<file path="config.mk">
export PLATFORM = sky130hd
export DESIGN_NAME = div_sequencer
export DESIGN_NICKNAME = d
export VERILOG_FILES = /design/src/rtl/div_pkg.sv /design/src/rtl/add_subtract.sv /design/src/rtl/div_sequencer.sv
export SDC_FILE = /design/constraint.sdc
export NUM_CORES = 1
export LEC_CHECK = 0
export BUFFER_PORTS_ARGS = -buffer_cell sky130_fd_sc_hd__buf_2
export CORE_MARGIN = 3
export CORE_UTILIZATION = 57
export DETAILED_ROUTE_END_ITERATION = 8
export GPL_ROUTABILITY_DRIVEN = 0
export PLACE_DENSITY = 0.8
export SYNTH_ARGS = -nofsm -noshare
export SYNTH_HDL_FRONTEND = slang
export SYNTH_SLANG_ARGS = --single-unit
export TNS_END_PERCENT = 1
</file>
<file path="constraint.sdc">
create_clock -name clk_i -period 4 [get_ports clk_i]
set_clock_uncertainty 0.2 [all_clocks]
set_input_delay 0.6 -clock clk_i [delete_from_list [all_inputs] [get_ports clk_i]]
set_output_delay 0.6 -clock clk_i [all_outputs]
set_load 0.02 [all_outputs]
</file>
<file path="src/rtl/div_pkg.sv">
// Shared types for the restoring divider sequencer: FSM state encoding and
// counter width helper.
package div_pkg;

  typedef enum logic [2:0] {
    IDLE  = 3'd0,
    ABS_A = 3'd1,
    ABS_B = 3'd2,
    CALC  = 3'd3,
    FIX_Q = 3'd4,
    FIX_R = 3'd5,
    DONE  = 3'd6
  } state_e;

  localparam int unsigned BIT_DEF = 32;
  localparam int unsigned CNT_W   = $clog2(BIT_DEF);

  // Step counter width for an arbitrary operand width.
  function automatic int unsigned cnt_w(input int unsigned bits);
    return (bits > 1) ? $clog2(bits) : 1;
  endfunction

endpackage

</file>
<file path="src/rtl/add_subtract.sv">
// Shared ripple adder/subtractor: result = a + (sub ? ~b : b) + cin, with
// carry out (for subtract with cin=1, cout=1 means a >= b).
module add_subtract #(
  parameter int unsigned BIT = 32
) (
  input  logic [BIT-1:0] a_i,
  input  logic [BIT-1:0] b_i,
  input  logic           sub_i,
  input  logic           cin_i,
  output logic [BIT-1:0] result_o,
  output logic           cout_o
);

  logic [BIT-1:0] b_eff;

  assign b_eff = sub_i ? ~b_i : b_i;
  assign {cout_o, result_o} = {1'b0, a_i} + {1'b0, b_eff} + {{BIT{1'b0}}, cin_i};

endmodule

</file>
<file path="src/rtl/div_sequencer.sv">
// Multi-cycle restoring DIV/REM unit built around one shared add_subtract.
// Optional signed support is enabled by defining DIV_SIGNED_EN.
module div_sequencer
  import div_pkg::*;
#(
  parameter int unsigned BIT = 32
) (
  input  logic           clk_i,
  input  logic           rst_ni,
  input  logic           start_i,
  input  logic           sign_i,
  input  logic [BIT-1:0] dividend_i,
  input  logic [BIT-1:0] divisor_i,
  output logic           busy_o,
  output logic           done_o,
  output logic [BIT-1:0] quotient_o,
  output logic [BIT-1:0] remainder_o,
  output logic           div0_o
);

  localparam int unsigned CW = cnt_w(BIT);

  state_e         state, state_nxt;
  logic [CW-1:0]  cnt;
  logic [BIT-1:0] q, rem, dvs;

  logic [BIT-1:0] add_a, add_b, add_res;
  logic           add_cout;

  logic [BIT-1:0] s_low, calc_q, calc_rem;
  logic           step_ok;
  logic [BIT-1:0] out_q_nxt, out_r_nxt;
  logic           out_load;

`ifdef DIV_SIGNED_EN
  logic sgn, neg_q, neg_r;
`else
  logic unused_sign;
  assign unused_sign = sign_i;
`endif

  add_subtract #(.BIT(BIT)) u_addsub (
    .a_i      (add_a),
    .b_i      (add_b),
    .sub_i    (1'b1),
    .cin_i    (1'b1),
    .result_o (add_res),
    .cout_o   (add_cout)
  );

  // One restoring step: shift {rem,q} left one bit and try to subtract.
  assign s_low    = {rem[BIT-2:0], q[BIT-1]};
  assign step_ok  = rem[BIT-1] | add_cout;
  assign calc_q   = {q[BIT-2:0], step_ok};
  assign calc_rem = step_ok ? add_res : s_low;

  always_ff @(posedge clk_i or negedge rst_ni) begin
    if (!rst_ni) state <= IDLE;
    else         state <= state_nxt;
  end

  always_comb begin
    state_nxt = state;
    add_a     = s_low;
    add_b     = dvs;
    out_q_nxt = calc_q;
    out_r_nxt = calc_rem;
    case (state)
      IDLE: begin
        out_q_nxt = '1;
        out_r_nxt = dividend_i;
        if (start_i) begin
          if (divisor_i == '0) state_nxt = DONE;
`ifdef DIV_SIGNED_EN
          else if (sign_i)     state_nxt = ABS_A;
`endif
          else                 state_nxt = CALC;
        end
      end
      CALC: begin
        if (cnt == '0) begin
`ifdef DIV_SIGNED_EN
          state_nxt = sgn ? FIX_Q : DONE;
`else
          state_nxt = DONE;
`endif
        end
      end
`ifdef DIV_SIGNED_EN
      // Negation steps reuse the adder as 0 - x.
      ABS_A: begin
        add_a     = '0;
        add_b     = q;
        state_nxt = ABS_B;
      end
      ABS_B: begin
        add_a     = '0;
        add_b     = dvs;
        state_nxt = CALC;
      end
      FIX_Q: begin
        add_a     = '0;
        add_b     = q;
        state_nxt = FIX_R;
      end
      FIX_R: begin
        add_a     = '0;
        add_b     = rem;
        out_q_nxt = q;
        out_r_nxt = neg_r ? add_res : rem;
        state_nxt = DONE;
      end
`endif
      DONE:    state_nxt = IDLE;
      default: state_nxt = IDLE;
    endcase
  end

  assign out_load = (state_nxt == DONE) && (state != DONE);
  assign busy_o   = (state != IDLE) && (state != DONE);
  assign done_o   = (state == DONE);

  always_ff @(posedge clk_i or negedge rst_ni) begin
    if (!rst_ni) begin
      cnt   <= '0;
      q     <= '0;
      rem   <= '0;
      dvs   <= '0;
`ifdef DIV_SIGNED_EN
      sgn   <= 1'b0;
      neg_q <= 1'b0;
      neg_r <= 1'b0;
`endif
    end else begin
      case (state)
        IDLE: if (start_i) begin
          q     <= dividend_i;
          dvs   <= divisor_i;
          rem   <= '0;
          cnt   <= CW'(BIT - 1);
`ifdef DIV_SIGNED_EN
          sgn   <= sign_i;
          neg_q <= sign_i & (dividend_i[BIT-1] ^ divisor_i[BIT-1]);
          neg_r <= sign_i & dividend_i[BIT-1];
`endif
        end
        CALC: begin
          q   <= calc_q;
          rem <= calc_rem;
          if (cnt != '0) cnt <= cnt - CW'(1);
        end
`ifdef DIV_SIGNED_EN
        ABS_A: if (neg_r) q <= add_res;
        ABS_B: if (sgn && dvs[BIT-1]) dvs <= add_res;
        FIX_Q: if (neg_q) q <= add_res;
        FIX_R: if (neg_r) rem <= add_res;
`endif
        default: ;
      endcase
    end
  end

  // Visible results change only when DONE is entered.
  always_ff @(posedge clk_i or negedge rst_ni) begin
    if (!rst_ni) begin
      quotient_o  <= '0;
      remainder_o <= '0;
      div0_o      <= 1'b0;
    end else if (out_load) begin
      quotient_o  <= out_q_nxt;
      remainder_o <= out_r_nxt;
      div0_o      <= (state == IDLE);
    end
  end

endmodule
</file>
==> results of run 1 <==
## cell usage in the layout (no fill, tap or decap), types with 10 or more instances in the layout
master,synthesis,routed
sky130_fd_sc_hd__a211oi_1,10,10
sky130_fd_sc_hd__nand2_1,168,168
sky130_fd_sc_hd__xor2_1,11,11
sky130_fd_sc_hd__xnor2_1,17,17
sky130_fd_sc_hd__buf_4,3,18
sky130_fd_sc_hd__a21o_1,21,21
sky130_fd_sc_hd__a22oi_1,33,33
sky130_fd_sc_hd__nor2_1,49,47
sky130_fd_sc_hd__ha_1,34,34
sky130_fd_sc_hd__a31oi_1,10,10
sky130_fd_sc_hd__o21ai_0,98,98
sky130_fd_sc_hd__o22a_1,31,31
sky130_fd_sc_hd__mux2i_1,20,20
sky130_fd_sc_hd__inv_1,40,40
sky130_fd_sc_hd__a21oi_1,71,70
sky130_fd_sc_hd__nor3_1,20,20
sky130_fd_sc_hd__clkbuf_16,0,17
sky130_fd_sc_hd__buf_2,3,132
sky130_fd_sc_hd__dfrtp_1,169,169
## sequential cells by signal, indices dropped and copies added, names as in the netlist
register     count
add_b           32
q               32
quotient_o      32
rem             32
remainder_o     32
cnt              5
state            3
div0_o           1
## cells in the mapped netlist (2+ instances only)
library cell	n
sky130_fd_sc_hd__o21ai_1	6
sky130_fd_sc_hd__xor2_1	11
sky130_fd_sc_hd__o21bai_1	4
sky130_fd_sc_hd__a32oi_1	2
sky130_fd_sc_hd__a31oi_1	10
sky130_fd_sc_hd__nor2_1	49
sky130_fd_sc_hd__and3_1	3
sky130_fd_sc_hd__nand2_1	168
sky130_fd_sc_hd__a21o_1	21
sky130_fd_sc_hd__ha_1	34
sky130_fd_sc_hd__o21ai_0	98
sky130_fd_sc_hd__a21oi_1	71
sky130_fd_sc_hd__buf_2	3
sky130_fd_sc_hd__buf_4	3
sky130_fd_sc_hd__o31ai_1	4
sky130_fd_sc_hd__a41o_1	2
sky130_fd_sc_hd__a21oi_2	2
sky130_fd_sc_hd__nand2b_1	5
sky130_fd_sc_hd__o21a_1	3
sky130_fd_sc_hd__clkbuf_1	43
sky130_fd_sc_hd__mux2i_1	20
sky130_fd_sc_hd__buf_6	4
sky130_fd_sc_hd__o22ai_1	5
sky130_fd_sc_hd__nand4_1	7
sky130_fd_sc_hd__or3_1	6
sky130_fd_sc_hd__a211oi_1	10
sky130_fd_sc_hd__nand3_1	8
sky130_fd_sc_hd__nor3_1	20
sky130_fd_sc_hd__inv_1	40
sky130_fd_sc_hd__a22oi_1	33
sky130_fd_sc_hd__and2_1	3
sky130_fd_sc_hd__nor4b_1	2
sky130_fd_sc_hd__dfrtp_1	169
sky130_fd_sc_hd__nor4_1	9
sky130_fd_sc_hd__o211ai_1	5
sky130_fd_sc_hd__xnor2_1	17
sky130_fd_sc_hd__o22a_1	31
sky130_fd_sc_hd__nor2b_1	2
## worst max-delay path by stage
stage,start,end,cells past startpoint
4_1_cts,q[31],rem[30],13
3_5_place_dp,q[31],rem[30],13
3_3_place_gp,q[31],rem[30],13
6_report,q[31],rem[30],13
2_1_floorplan,q[31],remainder_o[11],14
5_1_grt,q[31],rem[30],13
## layout make-up
type / instances / area [µm²] / share of cell area, %
clock buffer: 20 / 446.7 / 4.372
clock inverter: 12 / 92.59 / 0.9063
inverter: 41 / 153.9 / 1.506
multi-input combinational: 695 / 4237 / 41.47
sequential: 169 / 4229 / 41.40
tap: 184 / 230.2 / 2.254
timing repair buffer: 152 / 827.0 / 8.096
## routing by layer
layer  GRT usage, %  up-vias  wire [µm]
met5              0        -          0
met2          41.01      319      10320
li1               -     3647          -
met1          41.95     3660      10570
met3          6.911       33       1955
met4          7.320        0        344
## report_power, final
part	internal, µW	switching [µW]	total (µW)
Sequential	2150	315	2470
Combinational	1540	2740	4280
Clock	818	704	1520
## worst max-delay path: cells and delay by family (launching register included)
family	cells	cell delay [ns]
AOI/OAI and AO/OA	7	1.53
adders and majority gates	2	0.65
buffers and inverters	2	0.24
DFF	1	0.33
muxes	1	0.31
and+or+nand+nor	1	0.19
## through the flow
| step | worst slack, ns | hold slack (ns) | std cells |
|---|---|---|---|
| 3_5_place_dp | 0.4951 | 0.2644 | 1241 |
| 5_1_grt | 0.3245 | 0.1456 | 1273 |
| 6_report | 0.4481 | 0.04880 | 1273 |
| 2_1_floorplan | 0.8879 | 0.1044 | 961 |
| 3_3_place_gp | 0.5637 | 0.2558 | 1241 |
| 4_1_cts | 0.4738 | 0.1329 | 1273 |
## logic make-up after synthesis
| family | count (synthesis) | synth area share (%) |
|---|---|---|
| flip-flops | 169 | 47.73 |
| XOR/XNOR | 28 | 2.768 |
| buffers and inverters | 97 | 4.688 |
| AND/OR/NAND/NOR | 288 | 13.95 |
| adder cells (fa/ha/maj) | 35 | 5.027 |
| multiplexers | 23 | 2.683 |
| AO/OA/AOI/OAI | 321 | 23.16 |
==> impl_summary.txt, run 1 <==
----------------------------------------------------
[Critical path]
  Endpoint of the lowest-slack register-to-register path ... rem[30]
  Critical path required time ... 4.13 ns
  Crit Path Class ... flip-flop to flip-flop
  Reg2Reg Launch Point ... q[31]
  Highest fanout seen on the critical path ... 4
  Sequence of cells on the critical path ... inv_1 -> ha_1 -> fa_1 -> nand2b_1 -> a21oi_2 -> o21ai_2 -> o31ai_4 -> buf_4 -> o2111ai_2 -> a211o_1 -> a21bo_1 -> mux2_4 -> o311ai_1
  Highest cell delay on the worst timing path ... 0.41 ns
  Worst Path Arrival ... 3.68 ns
  Sort of element at the end of the critical path ... flip-flop
  Type of element launching the critical path ... flip-flop
  Worst Reg2Reg Path Length in Cells ... 13
  Cell with the largest stage delay on the worst path ... sky130_fd_sc_hd__fa_1
  Worst reg2reg setup slack ... 0.45 ns

[Timing]
  Time the worst path needs with I/O delays and setup ... 3.552 ns
  Number of hold violations in the final report ... 0
  Final count of negative-setup-slack endpoints ... 0
  RSZ-0062 raised after global routing ... false
  Setup tns final ... 0 ns
  Maximum frequency from static timing analysis ... 281.5 MHz
  Actual transition at the worst max-transition pin ... 0.9802 ns
  Headroom to the max-slew limit ... 34.65%
  Number of pins with negative max-slew slack in the final report ... 0
  Post-route fraction of the period consumed by the critical path ... 88.80%

[Placement]
  I/O Buffers ... 133
  DP HPWL ... 16,370 µm
  Instance area at placement ... 9677 µm²

[Detailed routing]
  Overall via count from detail_route ... 7,659
  First-pass iteration count of the detailed router ... 5
  Number of DRC markers in iteration 0 ... 738
  Routed length per placed instance ... 18.22 µm
  Total routed wirelength ... 23,190 µm
  Antenna Nets Post-Route ... 0
  Total DRC errors in the routed layout ... 0
  Detail-routed via count per cell ... 6.016

[CTS]
  TritonCTS Buffers ... 17
  Clock network latency to the later pin of the worst-skew pair ... 0.43 ns
  CTS Hold Buffers Added ... 0
  Count of buffers added by post-CTS timing repair for setup ... 0
  TritonCTS clock tree ... yes
  Clock Pin Slew Worst Setup and Hold Paths ... 0.07 ns
  Clk sink count ... 169
  Root Buffer ... sky130_fd_sc_hd__clkbuf_16
  Number of buffers on the longest clock path ... 2
  # H-tree levels ... 4
  CTS resizes ... 0

[Synth]
  Mean area per synthesized cell ... 9.221 µm²
  Most used flip-flop cell after synthesis ... sky130_fd_sc_hd__dfrtp_1
  Top cell type by total area after synthesis ... sky130_fd_sc_hd__dfrtp_1
  Largest cells by area after synthesis ... sky130_fd_sc_hd__dfrtp_1 (48%), sky130_fd_sc_hd__nand2_1 (7.1%), sky130_fd_sc_hd__o21ai_0 (5.5%)
  Net Count, Synth ... 1,064
  Number of synthesis warnings ... 0
  Number of flip-flops and latches in the synthesized netlist ... 169
  Proportion of synthesized chip area in sequential cells ... 47.73%
  Post-synthesis async set-or-reset flop share ... 100.0%
  Share of the synthesized area in the top cell type ... 47.73%
  Count of flip-flops with a built-in enable after synthesis ... 0
  Post-synth cell types ... 66
  Number of standard cells after synthesis ... 961
  Post-synthesis instance area ... 8861 µm²

[Power and ir drop]
  Power density of the placed cells ... 809.2 nW/µm²
  P_leak ... 0.005124 µW
  Overall power after layout ... 8267 µW
  Maximum resistive drop on vdd ... 0.4485 mV

[Layout]
  Final core occ ... 68.73%
  Fin area ... 10,220 µm²
  Fraction of layout instances using a drive strength above 1 ... 18.46%
  Filler instances ... 1,149
  Count of antenna diodes in the layout ... 0
  Nets@finish ... 1,179
  Layout overhead on the synthesized area ... 15.29%

[Job]
  Max-capacitance violation count ... 0

[Floorplanning]
  Number of placed I/O pins ... 135
  Number of core rows ... 44
  Total die area ... 17,080 µm²
  Std-Cell Core Area ... 14,860 µm²
  Starting density of the core ... 59.61%
  Chip Height ... 130.7 µm
  Horizontal die dimension ... 130.7 µm

[GRT]
  Vias in the first global route ... 7,147
  Initial antenna violation count ... 0
  Global-route wire length before repair ... 37,300 µm
  Largest net degree at the start of global routing ... 105
  Total congestion overflow after global routing ... 0
  Total global-route track usage ... 27.96%

[Hold path]
  Hold crit path type ... input port to async pin

[Status]
  Run status ... finished, final reports clean

----------------------------------------------------
Note: power is estimated with default switching activity, not from simulation.
==> run 2, diff against run 1 <==
clock period = 3.88 ns   (was 4 ns; I/O delays follow)
==> impl_summary.txt, run 2 (synthesis gave the netlist of run 1 again) <==
----------------------------------------------------
[Critical path]
  Sort of element at the end of the critical path ... flip-flop
  Buffers & Inverters on Critical Path ... 2 (unchanged)
  Critical path required time ... 4.01 ns (-0.12 ns)
  Sequence of cells on the critical path ... inv_1 -> ha_1 -> fa_1 -> nand2b_1 -> a21oi_2 -> o21ai_2 -> o31ai_4 -> buf_4 -> o2111ai_2 -> a211o_1 -> a21bo_1 -> mux2_4 -> o311ai_1
  Type of element launching the critical path ... flip-flop
  Highest fanout seen on the critical path ... 4 (unchanged)
  Worst Path Arrival ... 3.69 ns (about the same)
  Crit Path Class ... flip-flop to flip-flop
  Cell class contributing the biggest share of worst-path delay ... compound AO/OA/AOI/OAI gates
  Cell with the largest stage delay on the worst path ... sky130_fd_sc_hd__fa_1
  Highest cell delay on the worst timing path ... 0.42 ns (about the same)

[Floorplanning]
  Number of core rows ... 44 (unchanged)
  Chip Height ... 130.7 µm (unchanged)
  Number of placed I/O pins ... 135 (unchanged)
  Horizontal die dimension ... 130.7 µm (unchanged)
  Starting density of the core ... 59.61% (unchanged)
  Total die area ... 17,080 µm² (unchanged)
  Std-Cell Core Area ... 14,860 µm² (unchanged)

[CTS]
  Root Buffer ... sky130_fd_sc_hd__clkbuf_16
  TritonCTS Buffers ... 17 (unchanged)
  Clock Pin Slew Worst Setup and Hold Paths ... 0.08 ns (about the same)
  Number of buffers on the longest clock path ... 2 (unchanged)
  Count of buffers added by post-CTS timing repair for setup ... 0 (unchanged)
  # H-tree levels ... 4 (unchanged)
  CTS Hold Buffers Added ... 0 (unchanged)
  Clk sink count ... 169 (unchanged)
  TritonCTS clock tree ... yes
  Clock network latency to the later pin of the worst-skew pair ... 0.44 ns (about the same)
  CTS resizes ... 0 (unchanged)

[Detailed routing]
  Number of DRC markers in iteration 0 ... 676 (-8.4%)
  Total DRC errors in the routed layout ... 0 (unchanged)
  Detail-routed via count per cell ... 6.042 (+0.43%)
  Overall via count from detail_route ... 7,698 (+0.51%)
  Antenna Nets Post-Route ... 0 (unchanged)
  Total routed wirelength ... 22,990 µm (-0.84%)
  First-pass iteration count of the detailed router ... 6 (+1)
  Routed length per placed instance ... 18.05 µm (-0.92%)

[Power and ir drop]
  Power density of the placed cells ... 837.9 nW/µm² (+3.5%)
  Maximum resistive drop on vdd ... 0.3563 mV (-21%)
  Sw power ... 3883 µW (+3.3%)
  Power share of the clock group ... 20.0% (+1.6 points)
  Internal Pwr Total ... 4760 µW (+5.6%)
  P_leak ... 0.005161 µW (+0.72%)
  Combinational share of power ... 50.7% (-1.1 points)
  Switching part of the total power ... 44.93% (-0.53 points)
  Sequential share of power ... 29.3% (-0.5 points)

[Hold path]
  Hold crit path type ... input port to async pin

[Timing]
  Headroom to the max-slew limit ... 49.72% (+15 points)
  Hold slack final ... 0.002988 ns (-0.04581 ns)
  Time the worst path needs with I/O delays and setup ... 3.558 ns (+0.006332 ns)
  Setup tns final ... 0 ns (unchanged)
  Number of hold violations in the final report ... 0 (unchanged)
  Final count of negative-setup-slack endpoints ... 0 (unchanged)
  RSZ-0062 raised after global routing ... false
  Post-route fraction of the period consumed by the critical path ... 91.71% (+2.9 points)
  Maximum frequency from static timing analysis ... 281.0 MHz (-0.18%)
  Number of pins with negative max-slew slack in the final report ... 0 (unchanged)
  Actual transition at the worst max-transition pin ... 0.7542 ns (-0.2260 ns)

[Layout]
  Leading cell types in the layout, fill and taps excluded ... sky130_fd_sc_hd__dfrtp_1 (169), sky130_fd_sc_hd__nand2_1 (168), sky130_fd_sc_hd__buf_2 (132)
  Filler instances ... 1,150 (+0.087%)
  Fraction of layout instances using a drive strength above 1 ... 18.72% (+0.26 points)
  Commonest non-fill, non-tap cell in the layout ... sky130_fd_sc_hd__dfrtp_1
  Layout overhead on the synthesized area ... 16.42%
  Nets@finish ... 1,180 (+0.085%)
  Count of antenna diodes in the layout ... 0 (unchanged)

[Placement]
  I/O Buffers ... 133 (unchanged)
  DP HPWL ... 16,130 µm (-1.5%)

[Job]
  Max-capacitance violation count ... 0 (unchanged)

[GRT]
  Total congestion overflow after global routing ... 0 (unchanged)
  Total global-route track usage ... 27.78% (-0.18 points)
  Vias in the first global route ... 7,163 (+0.22%)
  Global-route wire length before repair ... 37,270 µm (about the same)
  Initial antenna violation count ... 0 (unchanged)
  Largest net degree at the start of global routing ... 90 (-14%)

[Status]
  Run status ... finished, final reports clean

----------------------------------------------------
[run 2: metal layers]
| layer | vias to the layer above | GRT usage [%] | share of wire [%] |
|---|---|---|---|
| met1 | 3669 | 42.23 | 47 |
| met5 | - | 0 | 0 |
| met4 | 0 | 9.861 | 2.5 |
| met3 | 50 | 6.626 | 8.0 |
| li1 | 3654 | - | - |
| met2 | 325 | 38.97 | 43 |
[run 2: layout make-up]
cell class | count | area (µm²) | area share, %
inverters | 41 | 153.9 | 1.492
multi-input cells | 695 | 4237 | 41.07
repair buffers | 153 | 859.6 | 8.332
clock inverters | 13 | 153.9 | 1.492
clock buffers | 19 | 452.9 | 4.391
flip-flops and latches | 169 | 4229 | 40.99
well taps | 184 | 230.2 | 2.232
[run 2: path summary, 6_finish.rpt]
kind | startpoint | endpoint | slack [ns] | cells after the start
hold / removal | rst_ni | add_b[29] | 0.003 | 1
min in group clk_i | divisor_i[31] | add_b[31] | 0.17 | 3
setup / recovery | q[31] | rem[30] | 0.32 | 13
setup reg to reg | q[31] | rem[30] | 0.32 | 13
hold reg to reg | remainder_o[5] | remainder_o[5] | 0.28 | 1
max in group asynchronous | rst_ni | remainder_o[11] | 2.55 | 2
[run 2: stage by stage]
stage / area (µm²) / std cells / power (µW) / util (%) / setup WS [ns]
3_3_place_gp: 9709 / 1242 / 6718 / 65.32 / 0.4484
3_5_place_dp: 9709 / 1242 / 6795 / 65.32 / 0.3673
5_1_grt: 10320 / 1274 / 9260 / 69.40 / 0.1355
6_report: 10320 / 1274 / 8644 / 69.40 / 0.3218
4_1_cts: 10320 / 1274 / 8586 / 69.40 / 0.3286
2_1_floorplan: 8861 / 961 / 5758 / - / 0.7679
[run 2: power groups by stage]
stage	sequential, µW	clock (µW)	combinational (µW)
2_1_floorplan	2450	0	3310
3_3_place_gp	2540	0	4180
3_5_place_dp	2550	0	4250
4_1_cts	2520	1750	4320
5_1_grt	2580	1830	4850
6_report	2530	1730	4380
==> run 3, diff against run 2 <==
REMOVE_ABC_BUFFERS = 1   (was not set)
==> impl_summary.txt, run 3 (synthesis gave the netlist of run 1 again) <==
----------------------------------------------------
[Critical path]
  Worst Reg2Reg Path Length in Cells ... 13 (unchanged)
  Endpoint of the lowest-slack register-to-register path ... remainder_o[5]
  Highest fanout seen on the critical path ... 41 (+37)
  Type of element launching the critical path ... flip-flop
  Reg2Reg Launch Point ... q[31]
  Worst reg2reg setup slack ... 0.32 ns (about the same)
  Worst Path Arrival ... 3.68 ns (about the same)
  Crit Path Class ... flip-flop to flip-flop
  Sort of element at the end of the critical path ... flip-flop
  Critical path required time ... 4.00 ns (about the same)

[CTS]
  CTS resizes ... 0 (unchanged)
  Root Buffer ... sky130_fd_sc_hd__clkbuf_16
  Count of buffers added by post-CTS timing repair for setup ... 0 (unchanged)
  TritonCTS Buffers ... 17 (unchanged)
  Number of buffers on the longest clock path ... 2 (unchanged)
  Clock network latency to the later pin of the worst-skew pair ... 0.43 ns (about the same)
  CTS Hold Buffers Added ... 0 (unchanged)
  TritonCTS clock tree ... yes
  Clk sink count ... 169 (unchanged)
  # H-tree levels ... 4 (unchanged)
  Clock Pin Slew Worst Setup and Hold Paths ... 0.07 ns (about the same)

[Detailed routing]
  Routed length per placed instance ... 18.34 µm (+1.6%)
  Detail-routed via count per cell ... 6.117 (+1.2%)
  Overall via count from detail_route ... 7,768 (+0.91%)
  Antenna Nets Post-Route ... 0 (unchanged)
  First-pass iteration count of the detailed router ... 5 (-1)
  Total routed wirelength ... 23,290 µm (+1.3%)
  Number of DRC markers in iteration 0 ... 625 (-7.5%)
  Total DRC errors in the routed layout ... 0 (unchanged)

[Floorplanning]
  Number of placed I/O pins ... 135 (unchanged)
  Number of core rows ... 44 (unchanged)
  Std-Cell Core Area ... 14,860 µm² (unchanged)
  Starting density of the core ... 59.61% (unchanged)
  Chip Height ... 130.7 µm (unchanged)
  Horizontal die dimension ... 130.7 µm (unchanged)
  Total die area ... 17,080 µm² (unchanged)

[Layout]
  Fraction of layout instances using a drive strength above 1 ... 18.32% (-0.39 points)
  Filler instances ... 1,164 (+1.2%)
  Leading cell types in the layout, fill and taps excluded ... sky130_fd_sc_hd__dfrtp_1 (169), sky130_fd_sc_hd__nand2_1 (168), sky130_fd_sc_hd__buf_2 (132)
  Commonest non-fill, non-tap cell in the layout ... sky130_fd_sc_hd__dfrtp_1
  Fin area ... 10,270 µm² (-0.48%)
  Nets@finish ... 1,177 (-0.25%)
  Count of antenna diodes in the layout ... 0 (unchanged)
  Final core occ ... 69.07% (-0.34 points)
  Layout overhead on the synthesized area ... 15.86%

[Timing]
  Actual transition at the worst max-transition pin ... 0.8736 ns (+0.1194 ns)
  Post-route fraction of the period consumed by the critical path ... 91.78% (about the same)
  Headroom to the max-slew limit ... 41.76% (-8.0 points)
  Number of pins with negative max-slew slack in the final report ... 0 (unchanged)
  Final count of negative-setup-slack endpoints ... 0 (unchanged)
  Maximum frequency from static timing analysis ... 280.8 MHz (about the same)
  RSZ-0062 raised after global routing ... false
  Time the worst path needs with I/O delays and setup ... 3.561 ns (+0.002890 ns)
  Number of hold violations in the final report ... 0 (unchanged)

[Placement]
  DP HPWL ... 16,360 µm (+1.4%)
  I/O Buffers ... 133 (unchanged)
  Instance area at placement ... 9687 µm² (-0.23%)

[GRT]
  Total congestion overflow after global routing ... 0 (unchanged)
  Largest net degree at the start of global routing ... 97 (+7.8%)
  Total global-route track usage ... 27.84% (+0.058 points)
  Vias in the first global route ... 7,477 (+4.4%)
  Global-route wire length before repair ... 37,230 µm (-0.11%)
  Initial antenna violation count ... 0 (unchanged)

[Status]
  Run status ... finished, final reports clean

[Hold path]
  Hold crit path type ... input port to async pin

[Power and ir drop]
  P_leak ... 0.005142 µW (-0.38%)
  Maximum resistive drop on vdd ... 0.5872 mV (+65%)
  Power density of the placed cells ... 833.6 nW/µm² (-0.51%)

[Job]
  Max-capacitance violation count ... 0 (unchanged)

----------------------------------------------------
run 3: changes by cell type in the layout (fill, tap and decap cells not counted), sizes merged:
cell	before	now
clkinvlp	3	1
bufinv	1	2
clkbuf	19	20
inv	48	42
buf	153	150
clkinv	2	7
run 3: metal layers:
layer	share of wire [%]	up-vias	track usage (%)	routed length, µm
met2	49	265	46.32	11320
met5	0	-	0	0
met1	42	3790	36.33	9759
li1	-	3647	-	-
met4	3.2	0	9.861	754
met3	6.2	66	5.894	1455
run 3: worst max-delay path by stage:
stage                     startpoint             end  slack (ns)  cells after the start
after floorplan             state[1]  remainder_o[0]       -1.46                      7
after global placement         q[31]  remainder_o[6]        0.46                     13
after detailed placement       q[31]  remainder_o[6]        0.36                     13
after CTS                      q[31]  remainder_o[5]        0.35                     13
after global routing           q[31]  remainder_o[5]        0.15                     13
final                          q[31]  remainder_o[5]        0.32                     13
run 3: area by class of cell:
class                           instances  area (µm²)  area share, %
Sequential cell                       169        4229          41.19
Timing Repair Buffer                  150       837.1          8.154
Clock buffer                           20       456.7          4.449
Multi-Input combinational cell        695        4237          41.27
Inverter                               41       153.9          1.499
Clock inverter                         11       122.6          1.194
Tap cell                              184       230.2          2.243
run 3: through the flow:
stage / instances / worst slack, ns / TNS, ns / hold slack [ns] / total power [µW]
2_1_floorplan: 905 / -1.455 / -126.90 / 0.08641 / 5593
3_3_place_gp: 1239 / 0.4595 / 0 / 0.2547 / 6655
3_5_place_dp: 1239 / 0.3559 / 0 / 0.2603 / 6782
4_1_cts: 1270 / 0.3472 / 0 / 0.08931 / 8522
5_1_grt: 1270 / 0.1497 / 0 / 0.1187 / 9125
6_report: 1270 / 0.3189 / 0 / 0.05164 / 8558
run 3: critical path: stages, from the launching register on:
cell                       delay (ns)
sky130_fd_sc_hd__dfrtp_1         0.34
sky130_fd_sc_hd__inv_1           0.07
sky130_fd_sc_hd__ha_1            0.23
sky130_fd_sc_hd__fa_1            0.39
sky130_fd_sc_hd__nand2b_1        0.19
sky130_fd_sc_hd__a21oi_2         0.16
sky130_fd_sc_hd__o21ai_2         0.12
sky130_fd_sc_hd__o31ai_4         0.33
sky130_fd_sc_hd__o21a_2          0.22
sky130_fd_sc_hd__a41o_1          0.22
sky130_fd_sc_hd__buf_12          0.24
sky130_fd_sc_hd__mux2i_1         0.39
sky130_fd_sc_hd__a21oi_1         0.12
sky130_fd_sc_hd__a21o_1          0.19
run 3: where the power goes:
part	internal (µW)	switching (µW)	total, µW	leakage, µW
Clock	979	709	1690	0.000286
Sequential	2220	309	2530	0.00221
Combinational	1570	2770	4340	0.00265
